<file path="src/rtl/regdst_pipe.sv">
// regdst_pipe: EX/MEM and MEM/WB destination-tag pipeline with ALU forwarding selects,
// load-use stall detection and a saturating stall counter. Define REGDST_PIPE_FWD_EN to compile forwarding in.
module regdst_pipe (
  input  logic        clk,
  input  logic        rst_n,
  input  logic [4:0]  ex_dst,
  input  logic        ex_regwrite,
  input  logic        ex_memread,
  input  logic [4:0]  ex_rs,
  input  logic [4:0]  ex_rt,
  input  logic [4:0]  id_rs,
  input  logic [4:0]  id_rt,
  input  logic        id_uses_rt,
  input  logic        flush,
  output logic [4:0]  mem_dst,
  output logic        mem_regwrite,
  output logic        mem_memread,
  output logic [4:0]  wb_dst,
  output logic        wb_regwrite,
  output logic [1:0]  fwd_a,
  output logic [1:0]  fwd_b,
  output logic        stall,
  output logic [15:0] stall_count
);

  localparam logic [15:0] CNT_MAX = 16'hFFFF;

  logic [4:0]  r_mem_dst;
  logic        r_mem_regwrite;
  logic        r_mem_memread;
  logic [4:0]  r_wb_dst;
  logic        r_wb_regwrite;
  logic [15:0] r_stall_count;
  logic        w_stall;
  logic [1:0]  w_fwd_a;
  logic [1:0]  w_fwd_b;

  // A written, nonzero destination equal to src; register 0 never matches.
  function automatic logic tag_hit(input logic [4:0] dst, input logic wr, input logic [4:0] src);
    return wr && (dst != 5'd0) && (dst == src);
  endfunction

  function automatic logic id_reads(input logic [4:0] dst, input logic wr, input logic [4:0] rs,
                                    input logic [4:0] rt, input logic uses_rt);
    return tag_hit(dst, wr, rs) || (uses_rt && tag_hit(dst, wr, rt));
  endfunction

  // EX/MEM tag: flush squashes the EX instruction into a bubble
  always_ff @(posedge clk or negedge rst_n) begin
    if (!rst_n) begin
      r_mem_dst      <= 5'd0;
      r_mem_regwrite <= 1'b0;
      r_mem_memread  <= 1'b0;
    end else if (flush) begin
      r_mem_dst      <= 5'd0;
      r_mem_regwrite <= 1'b0;
      r_mem_memread  <= 1'b0;
    end else begin
      r_mem_dst      <= ex_dst;
      r_mem_regwrite <= ex_regwrite && (ex_dst != 5'd0);
      r_mem_memread  <= ex_memread;
    end
  end

  // MEM/WB tag advances every cycle
  always_ff @(posedge clk or negedge rst_n) begin
    if (!rst_n) begin
      r_wb_dst      <= 5'd0;
      r_wb_regwrite <= 1'b0;
    end else begin
      r_wb_dst      <= r_mem_dst;
      r_wb_regwrite <= r_mem_regwrite;
    end
  end

  // Saturating stall-cycle counter
  always_ff @(posedge clk or negedge rst_n) begin
    if (!rst_n) begin
      r_stall_count <= 16'd0;
    end else if (w_stall && (r_stall_count != CNT_MAX)) begin
      r_stall_count <= r_stall_count + 16'd1;
    end else begin
      r_stall_count <= r_stall_count;
    end
  end

`ifdef REGDST_PIPE_FWD_EN
  function automatic logic [1:0] fwd_sel(input logic [4:0] src);
    logic [1:0] sel;
    if (tag_hit(r_mem_dst, r_mem_regwrite, src)) begin
      sel = 2'b10;
    end else if (tag_hit(r_wb_dst, r_wb_regwrite, src)) begin
      sel = 2'b01;
    end else begin
      sel = 2'b00;
    end
    return sel;
  endfunction

  // Operand forwarding; the younger EX/MEM result wins over MEM/WB
  always_comb begin
    w_fwd_a = fwd_sel(ex_rs);
    w_fwd_b = fwd_sel(ex_rt);
  end

  // Only a load in EX needs a bubble; everything else is forwarded
  always_comb begin
    w_stall = 1'b0;
    if (flush) begin
      w_stall = 1'b0;
    end else begin
      w_stall = ex_memread && id_reads(ex_dst, ex_regwrite, id_rs, id_rt, id_uses_rt);
    end
  end
`else
  logic w_unused_ok;
  assign w_unused_ok = ^{ex_rs, ex_rt, ex_memread};

  // Without forwarding, operands always come from the register file
  always_comb begin
    w_fwd_a = 2'b00;
    w_fwd_b = 2'b00;
  end

  // Any pending EX or MEM write to an ID source stalls; WB writes land before the read
  always_comb begin
    w_stall = 1'b0;
    if (flush) begin
      w_stall = 1'b0;
    end else begin
      w_stall = id_reads(ex_dst, ex_regwrite, id_rs, id_rt, id_uses_rt) ||
                id_reads(r_mem_dst, r_mem_regwrite, id_rs, id_rt, id_uses_rt);
    end
  end
`endif

  assign mem_dst      = r_mem_dst;
  assign mem_regwrite = r_mem_regwrite;
  assign mem_memread  = r_mem_memread;
  assign wb_dst       = r_wb_dst;
  assign wb_regwrite  = r_wb_regwrite;
  assign fwd_a        = w_fwd_a;
  assign fwd_b        = w_fwd_b;
  assign stall        = w_stall;
  assign stall_count  = r_stall_count;

endmodule
</file>
<file path="config.mk">
export PLATFORM = sky130hd
export DESIGN_NAME = regdst_pipe
export DESIGN_NICKNAME = d
export VERILOG_FILES = /design/src/rtl/regdst_pipe.sv
export SDC_FILE = /design/constraint.sdc
export NUM_CORES = 1
export LEC_CHECK = 0
export BUFFER_PORTS_ARGS = -buffer_cell sky130_fd_sc_hd__buf_2
export CAP_MARGIN = 20
export CELL_PAD_IN_SITES_DETAIL_PLACEMENT = 0
export CELL_PAD_IN_SITES_GLOBAL_PLACEMENT = 1
export CORE_ASPECT_RATIO = 0.8
export CORE_MARGIN = 1.5
export CORE_UTILIZATION = 31
export DETAILED_ROUTE_END_ITERATION = 10
export PLACE_DENSITY = 0.77
export SLEW_MARGIN = 20
export SYNTH_ARGS = -nofsm -noshare
export SYNTH_HDL_FRONTEND = slang
export SYNTH_SLANG_ARGS = --single-unit
export TNS_END_PERCENT = 1
</file>
<file path="constraint.sdc">
create_clock -name clk -period 1.9 [get_ports clk]
set_input_delay 0.38 -clock clk [delete_from_list [all_inputs] [get_ports clk]]
set_output_delay 0.38 -clock clk [all_outputs]
set_load 0.03 [all_outputs]
</file>
==> summary.txt, run 1 <==
Detailed routing
  – Number of nets with antenna violations after routing: 0
  – DRC: 0
  – Detailed Route WL: 3300 µm
  – 1st-pass router iterations: 5
  – Top layer used by detailed routing: met4
  – Via density per instance: 4.34
  – Number of DRC violations after detailed-routing iteration 0: 42
  – Met2 wire len: 1560 µm
  – Sum of met3 wire segment lengths after detailed routing: 120 µm
  – Detailed-route wire length per cell: 12.7 µm
  – Vias: 1132
  – Total routed wire length on the met1 layer: 1540 µm

Yosys
  – Most used flip-flop cell after synthesis: sky130_fd_sc_hd__dfrtp_1
  – Number of synthesized flops with an enable pin: 0
  – Main area contributors after synthesis: sky130_fd_sc_hd__dfrtp_1, sky130_fd_sc_hd__xor2_1, sky130_fd_sc_hd__xnor2_1
  – Biggest area consumer among synthesized cells: sky130_fd_sc_hd__dfrtp_1
  – Sequential element share of the synthesized area: 49.6%
  – Yosys warnings: 0
  – Yosys reg bits: 29
  – Share of Yosys cell area claimed by the top area cell type: 49.6%
  – Instance count of the mapped netlist: 129
  – Number of distinct standard cells referenced by the synthesized netlist: 28
  – Avg Inst Size Synth: 11.3 µm²
  – Netlist area before placement: 1460 µm²
  – Share of synthesized flip-flops with an asynchronous set or reset: 100%

Timing
  – Worst-case headroom to the max-slew limit: 57.7%
  – Clock Skew: 0.00437 ns
  – Pins Over Slew Limit: 0
  – Peak Freq: 471 MHz
  – RSZ-0062 raised after global routing: true
  – Share of the clock period used by the worst path: 112%
  – Count of endpoints failing hold in the final timing report: 0
  – Actual slew at the worst max-slew pin: 0.635 ns
  – Final count of negative-setup-slack endpoints: 2
  – Min cycle time layout: 2.12 ns
  – Smallest setup slack after layout: -0.222 ns

Die
  – Initial core utilization: 32.0%
  – Std-Cell Core Area: 4570 µm²
  – Die span in x: 79.8 µm
  – Overall die area: 5140 µm²
  – Floorplan row count: 22
  – Top-level port count: 65
  – Die Y-Extent: 64.4 µm

Cells and area
  – Final standard cell area without fillers: 2010 µm²
  – Number of nets in the final layout: 232
  – Antenna fix cells: 0
  – Fillers: 458
  – Commonest cells after routing, fill and taps aside: sky130_fd_sc_hd__buf_2, sky130_fd_sc_hd__dfrtp_1, sky130_fd_sc_hd__xor2_1, sky130_fd_sc_hd__xnor2_1, sky130_fd_sc_hd__buf_4
  – Leading cell type in the layout, fill and taps excluded: sky130_fd_sc_hd__buf_2
  – Share of cells above drive strength 1: 45.3%
  – Area growth syn-to-layout: 37.6%
  – Post-layout instance count excluding filler cells: 261

CTS
  – Worst-skew pair later-pin latency: 0.28 ns
  – Reg clk slew, reported paths: 0.06 ns
  – Number of H-tree levels: 2
  – Clock buffer depth: 2
  – Number of clock sinks seen by CTS: 29
  – CTS Hold Bufs: 0
  – TritonCTS clock tree: done
  – Clock root buffer master: sky130_fd_sc_hd__clkbuf_8
  – Number of buffers added by the clock tree synthesis step: 5

Place
  – Weighted congestion reported at the end of routability-driven placement: 0.902
  – Placed Instances: 252
  – Area after DPL: 1880 µm²
  – Detailed-placement wirelength estimate: 2450 µm
  – Buffers on Ports: 50

GRT
  – Total congestion overflow after global routing: 0
  – First-pass GRT wire length: 5530 µm
  – Via count of the first global-routing pass: 1184
  – GRT Resource Usage Total: 14.3%
  – Largest net degree at the start of global routing: 30
  – Number of antenna violations at the first check in global routing: 0

Outcome
  – Run status: complete, but fails checks
  – Failing checks: setup timing

Critical path
  – Critical-path cell list: xor2_1, nor4_2, a32oi_1, o22ai_2, buf_6
  – Crit end category: output port
  – Worst Setup Path Type: reg -> out
  – Worst Path Required: 1.52 ns
  – CP peak stage delay: 0.42 ns
  – Bufs and invs on worst path: 1
  – Critical path's top delay family: flip-flops
  – Type of element launching the critical path: register
  – CP Max Fanout: 4
  – Critical path data arrival time: 1.74 ns
  – Highest-delay cell along the critical path: sky130_fd_sc_hd__dfrtp_2

Pwr
  – Leakage dissipation: 1.00 nW
  – Pwr dens: 753 nW/µm²
  – Highest ir drop seen on vdd: 0.000294 V
  – Final total power: 1.52 mW

Run
  – Max-cap viol count: 0

Hold path
  – Path class of the lowest-slack min-delay path: in -> async
Yosys cell counts, types with 2 or more instances:
library cell,number
sky130_fd_sc_hd__a32oi_1,2
sky130_fd_sc_hd__nand4_1,10
sky130_fd_sc_hd__nor3_1,4
sky130_fd_sc_hd__dfrtp_1,29
sky130_fd_sc_hd__nor2_1,5
sky130_fd_sc_hd__inv_1,3
sky130_fd_sc_hd__nor4_1,3
sky130_fd_sc_hd__nand2_1,3
sky130_fd_sc_hd__buf_4,4
sky130_fd_sc_hd__nor2b_1,7
sky130_fd_sc_hd__and3_1,4
sky130_fd_sc_hd__buf_6,2
sky130_fd_sc_hd__nand3_1,5
sky130_fd_sc_hd__xor2_1,18
sky130_fd_sc_hd__xnor2_1,17
state kept, by name (all words and copies together) (netlist names):
name          count
stall_count      16
wb_dst            5
mem_dst           5
mem_regwrite      1
mem_memread       1
wb_regwrite       1
final cells by class:
class | instances | area (µm²) | area share [%]
multi-input cells | 94 | 703 | 34.9
clock buffers | 7 | 96.3 | 4.79
repair buffers | 67 | 388 | 19.3
clock inverters | 1 | 5.00 | 0.249
inverters | 3 | 11.3 | 0.559
flip-flops and latches | 29 | 734 | 36.5
well taps | 60 | 75.1 | 3.73
worst paths after layout:
path	start	end	slack, ns	cells past startpoint
hold / removal	rst_n	stall_count[8]$_DFFE_PN0P_	0.12	1
hold reg to reg	mem_regwrite$_DFF_PN0_	wb_regwrite$_DFF_PN0_	0.41	0
setup / recovery	mem_dst[2]$_DFF_PN0_	stall	-0.22	5
setup reg to reg	mem_dst[2]$_DFF_PN0_	stall_count[1]$_DFFE_PN0P_	-0.03	7
min in group clk	ex_memread	mem_memread$_DFF_PN0_	0.33	2
max in group asynchronous	rst_n	stall_count[5]$_DFFE_PN0P_	1.33	1
worst register-to-register path: cells and delay by family (launching register included):
family                    cells  cell delay [ns]
AOI/OAI and AO/OA             2             0.37
xor gates and xnor gates      1             0.17
buffers and inverters         1             0.19
DFF                           1             0.42
muxes                         1             0.28
and+or+nand+nor               2             0.39
metal layers:
metal  vias up  GRT usage, %
li1        574             -
met1       529          18.7
met2        22          21.8
met3         7          3.66
met4         0          7.33
met5         -             0
repair_timing:
action,4_1_cts,5_1_grt
setup endpoints to repair,2,17
gates resized for setup,5,0
setup buffers,1,0
pin swaps,3,3
cell families after synthesis:
kind of cell    synth area share [%]
mux                             1.03
flops                           49.6
buf+inv                         4.36
other cells                    0.256
simple gates                    20.2
compound gates                  2.74
xor+xnor                        21.0
fa+ha+maj                      0.855
where the power goes:
part / leakage, nW / switching, mW / internal (mW) / total, mW
logic: 0.568 / 0.170 / 0.107 / 0.277
clock network: 0.0542 / 0.228 / 0.327 / 0.555
registers: 0.378 / 0.0296 / 0.654 / 0.684
metrics by stage:
stage | utilization, % | hold slack [ns] | setup WS (ns) | TNS [ns]
2_1_floorplan | - | 0.0844 | -0.0567 | -0.348
6_report | 44.1 | 0.118 | -0.222 | -0.254
3_5_place_dp | 41.2 | 0.402 | -0.0874 | -0.390
3_3_place_gp | 41.2 | 0.398 | -0.0321 | -0.0535
4_1_cts | 44.1 | 0.138 | -0.221 | -0.238
5_1_grt | 44.1 | 0.176 | -0.298 | -1.28
(Power assumes the default switching activity.)
==> inputs of run 2 (changes only) <==
--- a/config.mk
+++ b/config.mk
@@ -11,9 +11,10 @@
 export CELL_PAD_IN_SITES_GLOBAL_PLACEMENT = 1
 export CORE_ASPECT_RATIO = 0.8
 export CORE_MARGIN = 1.5
-export CORE_UTILIZATION = 31
+export CORE_UTILIZATION = 33
+export CTS_BUF_LIST = sky130_fd_sc_hd__clkbuf_8
 export DETAILED_ROUTE_END_ITERATION = 10
-export PLACE_DENSITY = 0.77
+export PLACE_DENSITY = 0.81
 export SLEW_MARGIN = 20
 export SYNTH_ARGS = -nofsm -noshare
 export SYNTH_HDL_FRONTEND = slang
==> run 2 against run 1 <==
The flow still finishes with violations (setup timing). First-iteration DRC count fell by 38%. Utilization rose by 3.7 points. Sequential power barely moved. Non-clock buffer count rose by 4. Cell count rose by 0.38%. Via count rose by 3.9%. Fmax rose by 2.7%. Clock power fell by 11%. Setup slack improved by 0.055 ns. Routed wire length fell by 4.2%. Largest power group unchanged.
==> summary.txt, run 2 (same netlist as run 1, synthesis figures left out) <==
Critical path
  – Destination of the critical timing path: stall
  – Critical-path cell list: xor2_1, nor4_1, a32oi_1, o22ai_2, buf_4
  – Internal reg-to-reg setup slack: -0.08 ns
  – Critical path data arrival time: 1.69 ns
  – CP Max Fanout: 4
  – Reg-to-reg critical path startpoint: mem_dst[2]$_DFF_PN0_
  – Worst R2R End: stall_count[1]$_DFFE_PN0P_
  – Depth of the worst register-to-register path: 8
  – Critical path's top delay family: flip-flops
  – Number of stages on the worst setup path: 5
  – CP peak stage delay: 0.43 ns
  – Highest-delay cell along the critical path: sky130_fd_sc_hd__dfrtp_2
  – Start point of the critical path: mem_dst[2]$_DFF_PN0_
  – Worst Path Required: 1.52 ns
  – Bufs and invs on worst path: 1
  – Type of element launching the critical path: register
  – Worst Setup Path Type: reg -> out
  – Crit end category: output port

Pwr
  – Highest ir drop seen on vdd: 0.000442 V
  – Pwr dens: 717 nW/µm²
  – Cell-internal power: 1.05 mW
  – Final total power: 1.45 mW
  – Net switching share of the total power: 27.8%
  – Fraction of power consumed by combinational cells: 18.9%
  – Leakage dissipation: 1.02 nW
  – Sw power: 0.403 mW
  – Part of the power in the clock network: 34.0%
  – Power share of the sequential group: 47.1%

Hold path
  – Path class of the lowest-slack min-delay path: in -> async

Cells and area
  – Leading cell type in the layout, fill and taps excluded: sky130_fd_sc_hd__buf_2
  – Sequential cell area: 736 µm²
  – Share of cells above drive strength 1: 44.9%
  – Commonest cells after routing, fill and taps aside: sky130_fd_sc_hd__buf_2, sky130_fd_sc_hd__dfrtp_1, sky130_fd_sc_hd__buf_4
  – Final standard cell area without fillers: 2020 µm²
  – Area growth syn-to-layout: 38.1%
  – Total area of multi-input combinational cells: 689 µm²
  – Antenna fix cells: 0
  – Number of flip-flops in the largest register: 16
  – Fillers: 408
  – Number of nets in the final layout: 236

Die
  – Std-Cell Core Area: 4230 µm²
  – Die span in x: 77.4 µm
  – Top-level port count: 65
  – Overall die area: 4840 µm²
  – Initial core utilization: 34.6%
  – Floorplan row count: 21
  – Die Y-Extent: 62.5 µm

Timing
  – Min cycle time layout: 2.07 ns
  – Smallest setup slack after layout: -0.167 ns
  – Final count of negative-setup-slack endpoints: 2
  – Pins Over Slew Limit: 0
  – Worst-case headroom to the max-slew limit: 58.4%
  – Clock Skew: 0.00752 ns
  – Peak Freq: 484 MHz
  – Count of endpoints failing hold in the final timing report: 0
  – Actual slew at the worst max-slew pin: 0.624 ns
  – RSZ-0062 raised after global routing: true
  – Share of the clock period used by the worst path: 109%

CTS
  – Number of buffers added by the clock tree synthesis step: 5
  – Clock root buffer master: sky130_fd_sc_hd__clkbuf_8
  – Clock buffer depth: 2
  – TritonCTS clock tree: done
  – Number of clock sinks seen by CTS: 29
  – CTS Hold Bufs: 0
  – Number of H-tree levels: 2
  – Reg clk slew, reported paths: 0.06 ns
  – Worst-skew pair later-pin latency: 0.27 ns

Detailed routing
  – Vias: 1176
  – Detailed Route WL: 3160 µm
  – Via density per instance: 4.49
  – Sum of met3 wire segment lengths after detailed routing: 118 µm
  – Number of DRC violations after detailed-routing iteration 0: 26
  – Met2 wire len: 1440 µm
  – Total routed wire length on the met1 layer: 1550 µm
  – Number of nets with antenna violations after routing: 0
  – Top layer used by detailed routing: met4
  – DRC: 0
  – 1st-pass router iterations: 4
  – Detailed-route wire length per cell: 12.1 µm

GRT
  – Total congestion overflow after global routing: 0
  – Via count of the first global-routing pass: 1157
  – GRT Resource Usage Total: 14.3%
  – First-pass GRT wire length: 5510 µm
  – Number of antenna violations at the first check in global routing: 0
  – Largest net degree at the start of global routing: 30

Place
  – Pre-CTS setup slack: -0.177 ns
  – Area after DPL: 1910 µm²
  – Detailed-placement wirelength estimate: 2500 µm
  – Weighted congestion reported at the end of routability-driven placement: 0.836
  – Buffers on Ports: 50

Outcome
  – Run status: complete, but fails checks
  – Failing checks: setup timing

Run
  – Max-cap viol count: 0
-- run 2: cell count changes in the layout (fill, tap and decap cells not counted), sizes merged --
cell and delta:
buf +4, inv +2, clkbuf -1, clkinv -1
-- run 2: what timing repair did --
item                                    CTS  global route
gates resized for setup                   5             1
pin swaps                                 6             1
buffers inserted                          1             0
endpoints found under the setup margin    2            17
-- run 2: per-layer routing --
layer  GRT usage [%]  vias up
li1                -      588
met1            19.5      555
met2            21.7       27
met3            3.50        6
met4            5.68        0
met5               0        -
-- run 2: power by group through the flow --
stage / sequential [mW] / combinational [mW] / clock (mW)
after floorplan: 0.760 / 0.0940 / 0
after global placement: 0.695 / 0.271 / 0
final: 0.682 / 0.274 / 0.492
after global routing: 0.687 / 0.295 / 0.554
after CTS: 0.684 / 0.277 / 0.512
after detailed placement: 0.695 / 0.274 / 0
-- run 2: area by class of cell --
| cell class | count | share of cell area [%] |
|---|---|---|
| sequential | 29 | 36.4 |
| inverter | 3 | 0.558 |
| tap | 57 | 3.53 |
| clock inverter | 2 | 0.372 |
| clock buffer | 6 | 4.09 |
| timing repair buffer | 71 | 20.9 |
| multi-input combinational | 94 | 34.1 |
-- run 2: how the worst min path moves through the flow --
stage / startpoint / to / slack, ns / depth (start not counted)
5_1_grt: rst_n / stall_count[8]$_DFFE_PN0P_ / 0.16 / 1
2_1_floorplan: rst_n / mem_dst[0]$_DFF_PN0_ / 0.08 / 0
3_5_place_dp: mem_regwrite$_DFF_PN0_ / wb_regwrite$_DFF_PN0_ / 0.40 / 0
3_3_place_gp: mem_regwrite$_DFF_PN0_ / wb_regwrite$_DFF_PN0_ / 0.39 / 0
6_report: rst_n / stall_count[8]$_DFFE_PN0P_ / 0.12 / 1
4_1_cts: rst_n / stall_count[8]$_DFFE_PN0P_ / 0.14 / 1
-- run 2: metrics by stage --
step / util [%] / setup TNS (ns) / std cells / hold WS [ns]
after floorplan: - / -0.348 / 132 / 0.0844
after global placement: 45.1 / -0.678 / 253 / 0.392
after detailed placement: 45.1 / -1.24 / 253 / 0.395
after CTS: 47.7 / -0.386 / 262 / 0.140
after global routing: 47.7 / -1.05 / 262 / 0.159
final: 47.7 / -0.244 / 262 / 0.117
